## src/rtl/keypad_pkg.sv

```systemverilog
// Shared types and constants for the 4x4 matrix keypad scanner.
package keypad_pkg;

   localparam int unsigned SCAN_CYCLES_DEF     = 100000;
   localparam int unsigned DEBOUNCE_CYCLES_DEF = 1000000;

   typedef enum logic [1:0] {
      ST_SCAN,
      ST_DEBOUNCE,
      ST_PRESSED,
      ST_RELEASE
   } state_e;

   // Indexed [row][column]; values are what the seven-segment decoder shows.
   localparam logic [3:0] KEY_MAP [4][4] = '{
      '{4'h1, 4'h2, 4'h3, 4'hA},
      '{4'h4, 4'h5, 4'h6, 4'hB},
      '{4'h7, 4'h8, 4'h9, 4'hC},
      '{4'h0, 4'hF, 4'hE, 4'hD}
   };

   function automatic logic [1:0] first_low_row(input logic [3:0] pat);
      first_low_row = 2'd3;
      for (int i = 3; i >= 0; i--) begin
         if (!pat[i]) first_low_row = 2'(i);
      end
   endfunction

endpackage

```

## src/rtl/sync_2ff.sv

```systemverilog
// Two-flop synchronizer for asynchronous inputs; reset value is the idle level.
module sync_2ff #(
   parameter int unsigned      WIDTH     = 1,
   parameter logic [WIDTH-1:0] RESET_VAL = '0
) (
   input  logic             clk,
   input  logic             rst,
   input  logic [WIDTH-1:0] d_i,
   output logic [WIDTH-1:0] q_o
);

   logic [WIDTH-1:0] meta_q;
   logic [WIDTH-1:0] sync_q;

   // NOTE: non-blocking assignments so both flops sample the pre-edge values.
   always_ff @(posedge clk) begin
      if (rst) begin
         meta_q <= RESET_VAL;
         sync_q <= RESET_VAL;
      end else begin
         meta_q <= d_i;
         sync_q <= meta_q;
      end
   end

   assign q_o = sync_q;

endmodule

```

## src/rtl/keypad_scanner.sv

```systemverilog
// Column-scanning 4x4 keypad controller with press/release debouncing.
module keypad_scanner
   import keypad_pkg::*;
#(
   parameter int unsigned SCAN_CYCLES     = SCAN_CYCLES_DEF,
   parameter int unsigned DEBOUNCE_CYCLES = DEBOUNCE_CYCLES_DEF
) (
   input  logic       clk,
   input  logic       rst,
   input  logic [3:0] row,
   output logic [3:0] col,
   output logic [3:0] key_code,
   output logic       key_valid,
   output logic       key_held
);

   localparam int unsigned CNT_MAX = (SCAN_CYCLES > DEBOUNCE_CYCLES) ? SCAN_CYCLES : DEBOUNCE_CYCLES;
   localparam int unsigned CNT_W   = $clog2(CNT_MAX + 1);
   localparam logic [CNT_W-1:0] SCAN_LAST = CNT_W'(SCAN_CYCLES - 1);
   localparam logic [CNT_W-1:0] DEB_LAST  = CNT_W'(DEBOUNCE_CYCLES - 1);

   logic [3:0]       rs;
   state_e           state_q, state_d;
   logic [1:0]       col_idx_q, col_idx_d;
   logic [3:0]       pat_q, pat_d;
   logic [CNT_W-1:0] cnt_q, cnt_d;
   logic [3:0]       key_code_q, key_code_d;
   logic             key_valid_q, key_valid_d;
   logic             key_held_q, key_held_d;

   sync_2ff #(
      .WIDTH     (4),
      .RESET_VAL (4'hF)
   ) u_sync (
      .clk (clk),
      .rst (rst),
      .d_i (row),
      .q_o (rs)
   );

   always_ff @(posedge clk) begin
      if (rst) begin
         state_q     <= ST_SCAN;
         col_idx_q   <= 2'd0;
         pat_q       <= 4'hF;
         cnt_q       <= '0;
         key_code_q  <= 4'h0;
         key_valid_q <= 1'b0;
         key_held_q  <= 1'b0;
      end else begin
         state_q     <= state_d;
         col_idx_q   <= col_idx_d;
         pat_q       <= pat_d;
         cnt_q       <= cnt_d;
         key_code_q  <= key_code_d;
         key_valid_q <= key_valid_d;
         key_held_q  <= key_held_d;
      end
   end

   // NOTE: every output of this block gets a default first, so no latches.
   always_comb begin
      state_d     = state_q;
      col_idx_d   = col_idx_q;
      pat_d       = pat_q;
      cnt_d       = cnt_q;
      key_code_d  = key_code_q;
      key_valid_d = 1'b0;
      key_held_d  = key_held_q;

      unique case (state_q)
         ST_SCAN: begin
            if (cnt_q == SCAN_LAST) begin
               cnt_d = '0;
               if (rs != 4'hF) begin
                  pat_d   = rs;
                  state_d = ST_DEBOUNCE;
               end else begin
                  col_idx_d = col_idx_q + 2'd1;
               end
            end else begin
               cnt_d = cnt_q + 1'b1;
            end
         end

         ST_DEBOUNCE: begin
            if (rs != pat_q) begin
               state_d   = ST_SCAN;
               col_idx_d = col_idx_q + 2'd1;
               cnt_d     = '0;
            end else if (cnt_q == DEB_LAST) begin
               state_d     = ST_PRESSED;
               cnt_d       = '0;
               key_code_d  = KEY_MAP[first_low_row(pat_q)][col_idx_q];
               key_valid_d = 1'b1;
               key_held_d  = 1'b1;
            end else begin
               cnt_d = cnt_q + 1'b1;
            end
         end

         ST_PRESSED: begin
            if (rs == 4'hF) begin
               state_d = ST_RELEASE;
               cnt_d   = '0;
            end
         end

         ST_RELEASE: begin
            // Any renewed contact drops back to PRESSED without a new pulse.
            if (rs != 4'hF) begin
               state_d = ST_PRESSED;
               cnt_d   = '0;
            end else if (cnt_q == DEB_LAST) begin
               state_d    = ST_SCAN;
               col_idx_d  = 2'd0;
               cnt_d      = '0;
               key_held_d = 1'b0;
            end else begin
               cnt_d = cnt_q + 1'b1;
            end
         end

         default: state_d = ST_SCAN;
      endcase
   end

   assign col       = ~(4'b0001 << col_idx_q);
   assign key_code  = key_code_q;
   assign key_valid = key_valid_q;
   assign key_held  = key_held_q;

endmodule

```

## config.mk

```make
export PLATFORM = sky130hd
export DESIGN_NAME = keypad_scanner
export DESIGN_NICKNAME = d
export VERILOG_FILES = /design/src/rtl/keypad_pkg.sv /design/src/rtl/sync_2ff.sv /design/src/rtl/keypad_scanner.sv
export SDC_FILE = /design/constraint.sdc
export NUM_CORES = 1
export LEC_CHECK = 0
export ABC_CLOCK_PERIOD_IN_PS = 4100
export CAP_MARGIN = 20
export CORE_MARGIN = 1
export CORE_UTILIZATION = 50
export DETAILED_ROUTE_END_ITERATION = 6
export PLACE_DENSITY = 0.8
export SYNTH_ARGS = -nofsm -noshare
export SYNTH_HDL_FRONTEND = slang
export SYNTH_SLANG_ARGS = --single-unit
```

## constraint.sdc

```tcl
create_clock -name clk -period 4.1 [get_ports clk]
set_input_delay 0.82 -clock clk [delete_from_list [all_inputs] [get_ports clk]]
set_output_delay 0.82 -clock clk [all_outputs]
set_load 0.05 [all_outputs]
```

==> impl_metrics.tcl <==
set metrics [dict create \
    outcome "finished clean" \
    timing.hold.ws_ps 413 \
    dr_total_vias 1599 \
    synth.ff_latch_count 42 \
    yosysWarningCount 0 \
    die_height_um 66.0 \
    clkSlewWorstSetupHoldPaths_ps 90 \
    final-hold-violation-count 0 \
    route.top_layer_used "met4" \
    ff_to_ff_path_depth 5 \
    worst_rel_slew_slack 0.347 \
    floorplan.initialDensity 0.539 \
    cts_root_buf "sky130_fd_sc_hd__clkbuf_8" \
    floorplan.die_area_mm2 0.00435 \
    power.static_leakage_nw 0.853 \
    stdcell_count 286 \
    drt_pass1_iterations 4 \
    pin_count_of_the_biggest_net_entering_global_routing 26 \
    wire_per_inst_um 13.1 \
    post_detail_place_hpwl_um 2640 \
    kind_of_path_behind_the_tightest_hold_check "register to register" \
    finalClockSkew_ps 6.66 \
    crit_path_max_fanout 7 \
    critical_path.cell_chain "inv_1, ha_1, inv_1, clkdlybuf4s50_1" \
    route.detailed.drc 0 \
    worst_pin_slew_ps 976 \
    unrepaired_setup_endpoints_after_global_routing "no" \
    post-route-period-util 0.684 \
    critical_path.most_common_cell "sky130_fd_sc_hd__inv_1" \
    fin_area_mm2 0.00232 \
    timing.critical_path.slowest_cell_delay_ps 800 \
    crit_buf_inv 3 \
    htree_levels 2 \
    p_per_area_mw_per_mm2 316 \
    endpoint_kind "output port" \
    synthDistinctLibCells 40 \
    dr_wl_met2_um 1750 \
    setup-tns-final_ps 0 \
    drv.max_cap_violation_count 0 \
    vias_per_cell 5.59 \
    count_of_flip_flops_with_a_built_in_enable_after_synthesis 0 \
    first_iter_violations 87 \
    cts_tree "yes" \
    synthesis.area_mm2 0.00205 \
    synth_fp_nets 234 \
    cp_data_required_time_ps 3280 \
    arrival_ps 1980 \
    finalSetupViolations 0 \
    fmaxAchievable_mhz 357 \
    placeableCoreArea_mm2 0.00380 \
    synthArstFlopShare 0 \
    rows 22 \
    timing.critical_path.slowest_stage_cell "sky130_fd_sc_hd__clkdlybuf4s50_1" \
    grt_antenna_before_repair 0 \
    timing.final.max_slew_violations 0 \
    grt_pass1_vias 1481 \
    synth.avg_cell_area_um2 9.26 \
    hold-path-cell-count 1 \
    dpl-instance-area_mm2 0.00222 \
    clock-sinks 42 \
    area_delta_synth_final_pct 13.3 \
    fin_crit_ps 2800 \
    boundaryPins 16 \
    global_route.usage.total 0.197 \
    place.detailed.instances 278 \
    finalPower_uw 732 \
    netlist_instances 221 \
    synth_seq_area_share 0.411 \
    grt_overflow_total 0 \
    layout-drive-gt1-share 0.101 \
    io_buffer_count 15 \
    global_route_wire_length_before_repair_um 6580 \
    post-cts-setup-buffers 0 \
    met1_length_um 1810 \
    worst-setup-path-type "register to output port" \
    cts-resized-gates 0 \
    worst_skew_pair.late_latency_ps 300 \
    wl_met3_um 124 \
    timing.critical_path.from_type "register" \
    ir_drop_mv 0.282 \
    synth_flop_cell "sky130_fd_sc_hd__dfxtp_1" \
    n_antenna_cell 0 \
    drt-total-wl_um 3740 \
    drt.antenna.violating_nets 0 \
    dieWidth_um 66.0 \
    numCtsBuffers 5 \
    final_net_count 250 \
    cts_hold_buf 0 \
    globalplace.congestion 0.864 \
    max-clock-path-buffers 2 \
    cp_top_family "buffers and inverters" \
    path_depth 4 \
]
## path summary, 6_finish.rpt
kind | end | startpoint | slack [ps]
worst min-delay path | u_sync.q_o[3]$_SDFF_PP1_ | u_sync.meta_q[3]$_SDFF_PP1_ | 410
worst min register to register | u_sync.q_o[3]$_SDFF_PP1_ | u_sync.meta_q[3]$_SDFF_PP1_ | 410
worst max register to register | cnt_q[17]$_SDFFE_PP0P_ | cnt_q[6]$_SDFFE_PP0P_ | 1640
worst max-delay path | col[2] | col_idx_q[0]$_SDFFE_PP0P_ | 1300
## per-stage QoR
stage,worst slack [ps],utilization
floorplan,2260,-
global placement,1650,0.585
detailed placement,1630,0.585
CTS,1290,0.610
global route,1170,0.610
finish,1300,0.610
## layout by cell type, fill, tap and decap left out, types with 2 or more instances in the layout
master and count:
sky130_fd_sc_hd__a32o_1 2, sky130_fd_sc_hd__ha_1 7, sky130_fd_sc_hd__a311oi_1 2, sky130_fd_sc_hd__or2_2 10, sky130_fd_sc_hd__nand2_1 14, sky130_fd_sc_hd__nor4_4 2, sky130_fd_sc_hd__and3_1 6, sky130_fd_sc_hd__xnor2_1 8
sky130_fd_sc_hd__a211oi_1 3, sky130_fd_sc_hd__a21oi_1 6, sky130_fd_sc_hd__mux2i_1 9, sky130_fd_sc_hd__clkdlybuf4s50_1 15, sky130_fd_sc_hd__nand4_1 9, sky130_fd_sc_hd__xor2_1 16, sky130_fd_sc_hd__clkbuf_8 5, sky130_fd_sc_hd__dfxtp_1 42
sky130_fd_sc_hd__o22ai_1 2, sky130_fd_sc_hd__inv_1 9, sky130_fd_sc_hd__nand3_1 11, sky130_fd_sc_hd__and2_1 3, sky130_fd_sc_hd__nor3_1 22, sky130_fd_sc_hd__nor2_1 14
## synthesized netlist by cell type, types with 2 or more instances
master / count / area (um^2)
sky130_fd_sc_hd__a211oi_1: 3 / 22.5
sky130_fd_sc_hd__a21oi_1: 6 / 30.0
sky130_fd_sc_hd__a311oi_1: 2 / 17.5
sky130_fd_sc_hd__a32o_1: 2 / 20.0
sky130_fd_sc_hd__and2_1: 3 / 18.8
sky130_fd_sc_hd__and3_1: 6 / 37.5
sky130_fd_sc_hd__buf_6: 2 / 22.5
sky130_fd_sc_hd__clkbuf_1: 4 / 15.0
sky130_fd_sc_hd__dfxtp_1: 42 / 841
sky130_fd_sc_hd__ha_1: 7 / 87.6
sky130_fd_sc_hd__inv_1: 9 / 33.8
sky130_fd_sc_hd__mux2i_1: 9 / 90.1
sky130_fd_sc_hd__nand2_1: 14 / 52.6
sky130_fd_sc_hd__nand3_1: 11 / 55.1
sky130_fd_sc_hd__nand4_1: 9 / 56.3
sky130_fd_sc_hd__nor2_1: 14 / 52.6
sky130_fd_sc_hd__nor3_1: 22 / 110
sky130_fd_sc_hd__nor4_4: 2 / 42.5
sky130_fd_sc_hd__o22ai_1: 2 / 12.5
sky130_fd_sc_hd__or2_2: 10 / 62.6
sky130_fd_sc_hd__xnor2_1: 8 / 70.1
sky130_fd_sc_hd__xor2_1: 16 / 140
## worst register-to-register path: cells and delay by family (launching register included)
kind | cells | cell delay (ps)
AND/OR/NAND/NOR | 4 | 1130
AO/OA/AOI/OAI | 1 | 800
flip-flops | 1 | 380
## area by class of cell
| cell class | count | area (um^2) |
|---|---|---|
| Fill cell | 329 | 1480 |
| Multi-Input combinational cell | 163 | 1130 |
| Sequential cell | 42 | 841 |
| Timing Repair Buffer | 16 | 158 |
| Clock buffer | 5 | 68.8 |
| Tap cell | 48 | 60.1 |
| Inverter | 9 | 33.8 |
| Clock inverter | 3 | 28.8 |
## registers in the layout, summed over array words and instances, names as in the netlist
| name | flops |
|---|---|
| cnt_q | 20 |
| u_sync.meta_q | 4 |
| key_code | 4 |
| u_sync.q_o | 4 |
| key_valid | 1 |
| col_idx_q | 2 |
| key_held | 1 |
| state_q | 2 |
| pat_q | 4 |
## cells by family after synthesis
group	share of synthesized area
AOI/OAI and AO/OA	0.0777
xor gates and xnor gates	0.103
adders and majority gates	0.0477
buffers and inverters	0.0373
DFF	0.411
muxes	0.0440
and+or+nand+nor	0.280
## power breakdown
part | total, mW | internal, mW | switching, mW
Sequential | 0.419 | 0.414 | 0.00492
Clock | 0.283 | 0.127 | 0.156
Combinational | 0.0297 | 0.0134 | 0.0162
Total | 0.732 | 0.554 | 0.177
## layer usage
metal / global-route usage / vias up
li1: - / 820
met1: 0.246 / 746
met2: 0.327 / 29
met3: 0.0466 / 4
met4: 0.0718 / 0
met5: 0 / -
Power figures use the tool's default switching activity.
